==> src/rtl/p405s_icu_fill_buf_rd_pkg.sv <==
// Shared ICU definitions: line geometry, fill-state encoding and word width.
package p405s_icu_fill_buf_rd_pkg;

  localparam int unsigned ICU_LINE_WORDS = 8;
  localparam int unsigned ICU_IDX_W      = 3;
  localparam int unsigned ICU_WORD_W     = 32;

  typedef enum logic {
    StIdle   = 1'b0,
    StActive = 1'b1
  } fill_state_e;

endpackage

==> src/rtl/p405s_icu_fill_buf_rd_reg32.sv <==
// ICU enabled 32-bit register cell; holds its value when en_i is low, no reset.
module p405s_icu_fill_buf_rd_reg32
  import p405s_icu_fill_buf_rd_pkg::*;
(
  input  logic                  clk_i,
  input  logic                  en_i,
  input  logic [0:ICU_WORD_W-1] d_i,
  output logic [0:ICU_WORD_W-1] q_o
);

  always_ff @(posedge clk_i) begin
    if (en_i) begin
      q_o <= d_i;
    end
  end

endmodule

==> src/rtl/p405s_icu_fill_buf_rd.sv <==
// I-cache line fill buffer: captures fill words in wrapped critical-word-first order,
// forwards the critical word to fetch, and drains words to the array in arrival order.
module p405s_icu_fill_buf_rd
  import p405s_icu_fill_buf_rd_pkg::*;
#(
  parameter int unsigned LINE_WORDS = ICU_LINE_WORDS,
  parameter int unsigned IDX_W      = ICU_IDX_W
) (
  input  logic             CB,
  input  logic             Reset,
  input  logic             fillStart,
  input  logic [IDX_W-1:0] startIdx,
  input  logic             wrVal,
  input  logic [0:31]      wrData,
  output logic             arrWrVal,
  output logic [IDX_W-1:0] arrWrIdx,
  output logic [0:31]      arrWrData,
  input  logic             arrAck,
  output logic             bypVal,
  output logic [0:31]      bypData,
  output logic             lineDone,
  output logic             fillErr
);

  localparam int unsigned     CntW    = IDX_W + 1;
  localparam logic [CntW-1:0] CntFull = CntW'(LINE_WORDS);

  fill_state_e      state_q;
  logic [CntW-1:0]  wr_cnt_q;
  logic [CntW-1:0]  rd_cnt_q;
  logic [IDX_W-1:0] start_idx_q;
  logic             byp_val_q;
  logic [0:31]      byp_data_q;
  logic             line_done_q;
  logic             fill_err_q;

  logic             open_fill;
  logic [IDX_W-1:0] base_idx;
  logic [CntW-1:0]  wr_cnt_eff;
  logic [IDX_W-1:0] wr_slot;
  logic             wr_accept;
  logic             wr_discard;
  logic             start_discard;
  logic             rd_take;
  logic             rd_last;

  logic [0:31]      buf_q [LINE_WORDS];

  // A fill opened this cycle already owns a same-cycle write as word 0.
  always_comb begin
    open_fill     = (state_q == StIdle) && fillStart;
    base_idx      = open_fill ? startIdx : start_idx_q;
    wr_cnt_eff    = open_fill ? '0 : wr_cnt_q;
    wr_slot       = base_idx + wr_cnt_eff[IDX_W-1:0];
    wr_accept     = wrVal && (open_fill || ((state_q == StActive) && (wr_cnt_q != CntFull)));
    wr_discard    = wrVal && !wr_accept;
    start_discard = fillStart && (state_q == StActive);
    rd_take       = arrWrVal && arrAck;
    rd_last       = rd_take && (rd_cnt_q == CntFull - 1'b1);
  end

  always_ff @(posedge CB) begin
    if (Reset) begin
      state_q     <= StIdle;
      wr_cnt_q    <= '0;
      rd_cnt_q    <= '0;
      start_idx_q <= '0;
      byp_val_q   <= 1'b0;
      byp_data_q  <= '0;
      line_done_q <= 1'b0;
      fill_err_q  <= 1'b0;
    end else begin
      byp_val_q   <= 1'b0;
      line_done_q <= 1'b0;

      if (open_fill) begin
        state_q     <= StActive;
        start_idx_q <= startIdx;
        rd_cnt_q    <= '0;
      end

      if (wr_accept) begin
        wr_cnt_q <= wr_cnt_eff + 1'b1;
        if (wr_cnt_eff == '0) begin
          byp_val_q  <= 1'b1;
          byp_data_q <= wrData;
        end
      end else if (open_fill) begin
        wr_cnt_q <= '0;
      end

      // Never coincides with open_fill: nothing is offered while idle.
      if (rd_take) begin
        rd_cnt_q <= rd_cnt_q + 1'b1;
        if (rd_last) begin
          state_q     <= StIdle;
          line_done_q <= 1'b1;
        end
      end

      if (wr_discard || start_discard) begin
        fill_err_q <= 1'b1;
      end
    end
  end

  for (genvar i = 0; i < LINE_WORDS; i++) begin : g_word
    p405s_icu_fill_buf_rd_reg32 u_word (
      .clk_i (CB),
      .en_i  (wrVal && wr_accept && (wr_slot == IDX_W'(i))),
      .d_i   (wrData),
      .q_o   (buf_q[i])
    );
  end

  // Data is gated so the offered word reads as zero whenever nothing is offered.
  always_comb begin
    arrWrVal  = rd_cnt_q < wr_cnt_q;
    arrWrIdx  = start_idx_q + rd_cnt_q[IDX_W-1:0];
    arrWrData = arrWrVal ? buf_q[arrWrIdx] : '0;
  end

  assign bypVal   = byp_val_q;
  assign bypData  = byp_data_q;
  assign lineDone = line_done_q;
  assign fillErr  = fill_err_q;

endmodule

==> config.mk <==
export PLATFORM = sky130hd
export DESIGN_NAME = p405s_icu_fill_buf_rd
export DESIGN_NICKNAME = d
export VERILOG_FILES = /design/src/rtl/p405s_icu_fill_buf_rd_pkg.sv /design/src/rtl/p405s_icu_fill_buf_rd_reg32.sv /design/src/rtl/p405s_icu_fill_buf_rd.sv
export SDC_FILE = /design/constraint.sdc
export NUM_CORES = 1
export LEC_CHECK = 0
export CORE_MARGIN = 10
export CORE_UTILIZATION = 55
export DETAILED_ROUTE_END_ITERATION = 10
export PLACE_DENSITY = 0.77
export SLEW_MARGIN = 20
export SYNTH_ARGS = -nofsm -noshare
export SYNTH_HDL_FRONTEND = slang
export SYNTH_SLANG_ARGS = --single-unit
export TNS_END_PERCENT = 5
==> constraint.sdc <==
create_clock -name CB -period 6.55 [get_ports CB]
set_input_delay 0.655 -clock CB [delete_from_list [all_inputs] [get_ports CB]]
set_output_delay 0.655 -clock CB [all_outputs]
set_load 0.05 [all_outputs]
Word level (Yosys, flattened, before mapping)
Index checks and enable logic that the tools add are counted.
{ "word_totals": {"out_inout_bits": 71, "ff_bits": 303, "inputBits": 40, "wordCells": 74} }
{ "op_classes": {"bitwise_logic": 4, "eq_ne": 9, "reduce_logical": 25, "n_mux": 14, "n_addsub": 4, "n_lt_le_gt_ge": 2} }
{ "op_table": {"columns": ["op", "count"], "rows": [
  ["$bmux W32 S3", 1],
  ["$mux W32", 3],
  ["$logic_and A1 B1 Y1", 16],
  ["$mux W4", 4],
  ["$eq A3 B3 Y1 const B", 4],
  ["$add A4 B1 Y4 const B", 2],
  ["$add A3 B3 Y3", 2],
  ["$eq A3 B2 Y1 const B", 2],
  ["$mux W1", 5],
  ["$eq A4 B3 Y1 const B", 1],
  ["$ge A4 B4 Y1 const B", 1],
  ["$logic_not A4 Y1", 1],
  ["$lt A4 B4 Y1", 1],
  ["$ne A4 B4 Y1 const B", 1],
  ["$not A3 Y4", 1],
  ["$reduce_or A2 Y1", 2],
  ["$eq A3 B1 Y1 const B", 1],
  ["$logic_not A3 Y1", 1],
  ["$mux W3", 1],
  ["$not A1 Y1", 3],
  ["$logic_or A1 B1 Y1", 2],
  ["$reduce_and A2 Y1", 1],
  ["$reduce_bool A2 Y1", 1],
  ["$logic_not A1 Y1", 1]
]} }

Depth between registers and ports, before layout
{ "depth": {"word_depth": 7, "ltp_mapped": 9, "depth_no_buf": 8} }

Hierarchy
Synthesis repeated with hierarchy kept, for this count alone.
{ "unflattened": {"hier_cells": 663, "hier_area_um2": 11778.8} }
{ "modules_own_cells": {"columns": ["mod", "area_per_inst_um2", "cells_each", "seq_area_each_um2", "instances"], "rows": [
  ["p405s_icu_fill_buf_rd_reg32", 960.9, 32, 960.9, 8],
  ["p405s_icu_fill_buf_rd", 4091.4, 407, 940.9, 1]
]} }

Worst setup path after synthesis
OpenSTA, ideal clock, no wires.
{ "synth_path": {"kind": "input to register", "from": "input fillStart", "to": "register g_word[2].u_word.q_o[0] in the netlist's numbering, enable pin", "setup_ps": 501, "arrival_time_ps": 5060, "slack_ps": 989, "path_stages": 8, "n_path_buf": 0, "required_time_ps": 6049, "path_cell_list": "nor2b_1 -> nand2_1 -> nand2_1 -> ha_1 -> inv_1 -> fa_1 -> xor2_1 -> nor4_1"} }
{ "synth_via": {"elab_chain_cells": 5, "word_cells_on_any_way": 9, "cone_classes": "add/sub (1); eq/ne (1); mux (2); reduce/logical (5)"} }
{ "synth_rtl": {"columns": ["element", "line", "rtl"], "rows": [
  ["start, declared", "p405s_icu_fill_buf_rd.sv:11", "input logic fillStart,"],
  ["$logic_and A1 B1 Y1", "p405s_icu_fill_buf_rd.sv:51", "open_fill = (state_q == StIdle) && fillStart;"],
  ["$mux W3", null, null],
  ["named net base_idx[0]", "p405s_icu_fill_buf_rd.sv:38", "logic [IDX_W-1:0] base_idx;"],
  ["$add A3 B3 Y3", "p405s_icu_fill_buf_rd.sv:54", "wr_slot = base_idx + wr_cnt_eff[IDX_W-1:0];"],
  ["$eq A3 B2 Y1", "p405s_icu_fill_buf_rd.sv:110", ".en_i (wrVal && wr_accept && (wr_slot == IDX_W'(i))),"],
  ["$logic_and A1 B1 Y1", "p405s_icu_fill_buf_rd.sv:110", null],
  ["named net g_word[2].u_word.en_i", "p405s_icu_fill_buf_rd_reg32.sv:6", "input logic en_i,"],
  ["end signal, assigned", "p405s_icu_fill_buf_rd_reg32.sv:13", "q_o <= d_i;"],
  ["end, declared", "p405s_icu_fill_buf_rd_reg32.sv:8", "output logic [0:ICU_WORD_W-1] q_o"]
]} }
The timed path passes the listed nets, and every way through them passes these cells.
A chain may end at the register's enable or synchronous reset.

Worst setup path in the final report
{ "layout_path": {"from": "register rd_cnt_q[0]", "to": "output arrWrData[22] in the netlist's numbering"} }
{ "layout_via": {"elab_chain_cells": 6, "word_cells_on_any_way": 7, "cone_classes": "add/sub (1); order compare (1); mux (4); bitwise (1)"} }
{ "layout_rtl": {"columns": ["element", "line", "rtl"], "rows": [
  ["start, declared", "p405s_icu_fill_buf_rd.sv:30", "logic [CntW-1:0] rd_cnt_q;"],
  ["start signal, assigned", "p405s_icu_fill_buf_rd.sv:94", "rd_cnt_q <= rd_cnt_q + 1'b1;"],
  ["$add A3 B3 Y3", "p405s_icu_fill_buf_rd.sv:119", "arrWrIdx = start_idx_q + rd_cnt_q[IDX_W-1:0];"],
  ["$not A3 Y4 (implied by the code)", "p405s_icu_fill_buf_rd.sv:120", "arrWrData = arrWrVal ? buf_q[arrWrIdx] : '0;"],
  ["$bmux W32 S3", "p405s_icu_fill_buf_rd.sv:120", null],
  ["$mux W32 (implied by the code) (2 in series)", "p405s_icu_fill_buf_rd.sv:120", null],
  ["$mux W32 (*)", "p405s_icu_fill_buf_rd.sv:120", null],
  ["end, declared", "p405s_icu_fill_buf_rd.sv:17", "output logic [0:31] arrWrData,"]
]} }
Every way passes the cells marked *; elsewhere a longest branch is shown, timed or not. The select of a mux whose other input is x is not followed.

==> impl_metrics.env <==
export IMPL_wire_per_inst_um=22.9
export IMPL_yosysWarnings=0
export IMPL_postCtsHoldBufs=0
export IMPL_numCtsBuffers=30
export IMPL_powerDensity_nw_per_um2=307
export IMPL_route_detailed_drc=0
export IMPL_worst_r2r_endpoint="g_word[5].u_word.q_o[2]"
export IMPL_path_class="reg -> out"
export IMPL_crit_path_start="rd_cnt_q[0]"
export IMPL_maxCapViolations=0
export IMPL_synth_top_area_share_pct=65.4
export IMPL_outcome="complete, no violations"
export IMPL_hold_viol_final=0
export IMPL_max_stage_delay_ns=1.42
export IMPL_coreArea_sq_um=21000
export IMPL_yosysUniqueCellTypes=39
export IMPL_clkLatencyLatePin_ns=0.56
export IMPL_r2r_start="state_q"
export IMPL_cts_resized=0
export IMPL_synth_area_mux_share_pct=15.0
export IMPL_synth_edf_count=256
export IMPL_clk_pin_slew_ns=0.06
export IMPL_worst_path_buf_inv=2
export IMPL_worstHoldStart="bypData[27]"
export IMPL_die_area_sq_um=27600
export IMPL_syn_area_per_cell_sq_um=17.7
export IMPL_synth_fp_nets=713
export IMPL_grt_pass1_wl_um=39200
export IMPL_yosys_area_share_simple_pct=5.24
export IMPL_grt_usage_pct=17.8
export IMPL_clock_sinks=303
export IMPL_postCtsSetupRepairBufs=0
export IMPL_grt_overflow=0
export IMPL_fin_crit_ns=4.93
export IMPL_vias=6261
export IMPL_setup_viol_count_final=0
export IMPL_synthCells=663
export IMPL_viasPerCell=5.78
export IMPL_netlist_area_sq_um=11800
export IMPL_synth_seq_area_share_pct=73.4
export IMPL_hold_depth=2
export IMPL_slew_headroom_pct=33.5
export IMPL_drive_gt1_share_pct=16.7
export IMPL_end_kind="output pin"
export IMPL_yosys_area_top_type="edfxtp_1"
export IMPL_synthTopCellsByCount="edfxtp_1 (256), nand2_1 (78), mux4_2 (64)"
export IMPL_synthAdderAreaFrac_pct=1.19
export IMPL_rr_worst_depth=9
export IMPL_dp_hpwl_um=14200
export IMPL_start_kind="flop"
export IMPL_final_util_pct=67.2
export IMPL_grt_max_degree=66
export IMPL_post_synth_top_count_cell="edfxtp_1"
export IMPL_cts_buffer_depth=3
export IMPL_fin_tns_setup_ns=0
export IMPL_final_max_slew_viol_count=0
export IMPL_hold_end="bypData[27]"
export IMPL_max_vdd_ir_drop_v=0.000250
export IMPL_ys_async_sr_fraction_pct=0
export IMPL_drt_total_wl_um=24800
export IMPL_fmax_ghz=0.203
export IMPL_reg2reg_slack_ns=3.11
export IMPL_ant_nets=0
export IMPL_diodes=0
export IMPL_cts_tree="done"
export IMPL_cts_max_level=1
export IMPL_num_io_pins=111
export IMPL_fillers=1372
export IMPL_regArea_sq_um=8630
export IMPL_critPathMaxFanout=65
export IMPL_antenna_found_initial=0
export IMPL_placementRows=53
export IMPL_leakagePower_uw=0.00470
export IMPL_cpMaxStageDelayCell="fa_4"
export IMPL_portBuffers=110
export IMPL_cp_required_ns=5.89
export IMPL_worst_pin_slew_ns=0.997
export IMPL_die_x_um=166
export IMPL_clockRootBuffer="clkbuf_16"
export IMPL_synthTopCellsByArea="edfxtp_1 (65%), mux4_2 (12%), dfxtp_1 (8.0%), mux2i_1 (2.7%), nand2_1 (2.5%)"
export IMPL_grt_pass1_vias=6861
export IMPL_cp_arrival_ns=4.27
export IMPL_drtIter0Drc=513
export IMPL_synth_xor_area_share_pct=0.596
export IMPL_ys_seq_elements=303
export IMPL_skew_ns=0.0183
export IMPL_crit_chain="ha_4 -> inv_1 -> fa_4 -> mux4_2 -> nand2_1 -> a21oi_1 -> clkdlybuf4s50_1"
export IMPL_gp_congestion=0.774
export IMPL_hold_path_class="reg -> reg"
export IMPL_crit_family="adder cells"
export IMPL_multi_input_area_sq_um=2970
export IMPL_period_share_pct=75.2
export IMPL_synthFlopType="edfxtp_1"
export IMPL_die_y_um=166
export IMPL_synth_compound_area_share_pct=2.58
export IMPL_start_util_pct=56.0
export IMPL_nNetsFinal=836
export IMPL_rsz0062_at_grt="no"
export IMPL_first_pass_iters=5
export IMPL_synth_top_family_by_area="multiplexers"
export IMPL_area_growth_pct=20.2
==> state kept, by name, summed over array words and instances, names as in the netlist <==
name and cells:
state_q 1, bypVal 1, fillErr 1, lineDone 1
g_word.u_word.q_o 256, bypData 32, wr_cnt_q 4, start_idx_q 3
rd_cnt_q 4
==> how the worst max path moves through the flow <==
stage / endpoint / slack (ns) / cells past startpoint
floorplan: g_word[2].u_word.q_o[0] / 0.99 / 8
global placement: arrWrData[1] / 2.18 / 7
detailed placement: arrWrData[25] / 2.16 / 7
CTS: arrWrData[1] / 1.56 / 7
global route: arrWrData[22] / 1.40 / 7
finish: arrWrData[22] / 1.62 / 7
==> final cells by class <==
cell class / instances / area share [%]
Sequential cell: 303 / 61.0
Clock buffer: 44 / 5.90
Inverter: 15 / 0.398
Tap cell: 275 / 2.43
Timing Repair Buffer: 123 / 8.59
Multi-Input combinational cell: 313 / 21.0
Clock inverter: 11 / 0.655
==> worst min-delay path, delay by kind of cell (launching register included) <==
| kind | cells | cell delay (ns) |
|---|---|---|
| DFF | 1 | 0.32 |
| and+or+nand+nor | 1 | 0.07 |
| muxes | 1 | 0.06 |
==> per-stage QoR <==
stage | setup slack, ns | cell area [sq um] | cells | hold WS [ns] | power [uW]
5_1_grt | 1.40 | 14100 | 1084 | 0.537 | 4480
2_1_floorplan | 0.989 | 11800 | 663 | 0.472 | 2590
3_5_place_dp | 2.16 | 13200 | 1028 | 0.484 | 2780
4_1_cts | 1.56 | 14100 | 1083 | 0.499 | 4370
3_3_place_gp | 2.18 | 13200 | 1028 | 0.472 | 2770
6_report | 1.62 | 14100 | 1084 | 0.492 | 4340
==> power by group <==
group / switching [uW] / internal (uW) / leakage [uW] / total, uW
registers: 20.2 / 2160 / 0.00270 / 2180
clock network: 680 / 920 / 0.000453 / 1600
logic: 347 / 215 / 0.00155 / 562
total: 1050 / 3290 / 0.00470 / 4340
==> metal layers <==
metal | global-route usage, % | wire, um | up-vias
met5 | 0 | 0 | -
met4 | 5.08 | 485 | 0
met3 | 3.31 | 1590 | 44
met2 | 30.9 | 12800 | 238
met1 | 22.3 | 9920 | 3188
li1 | - | - | 2791
==> layout by cell type, fill, tap and decap left out, drive strengths merged, types with 8 or more instances in the layout <==
| master | Yosys | routed |
|---|---|---|
| edfxtp | 256 | 256 |
| clkdlybuf4s50 | 0 | 109 |
| nand2 | 78 | 78 |
| mux4 | 64 | 64 |
| dfxtp | 47 | 47 |
| clkbuf | 20 | 44 |
| nor2 | 43 | 43 |
| a21oi | 37 | 37 |
| mux2i | 32 | 32 |
| inv | 15 | 16 |
| buf | 12 | 14 |
| clkinv | 0 | 9 |
| ha | 8 | 8 |
==> cell families after synthesis <==
kind of cell / after synthesis
buf+inv: 47
mux: 96
flops: 303
simple gates: 148
compound gates: 51
fa+ha+maj: 10
xor+xnor: 8
No activity file was read; power rests on OpenSTA's default activity.
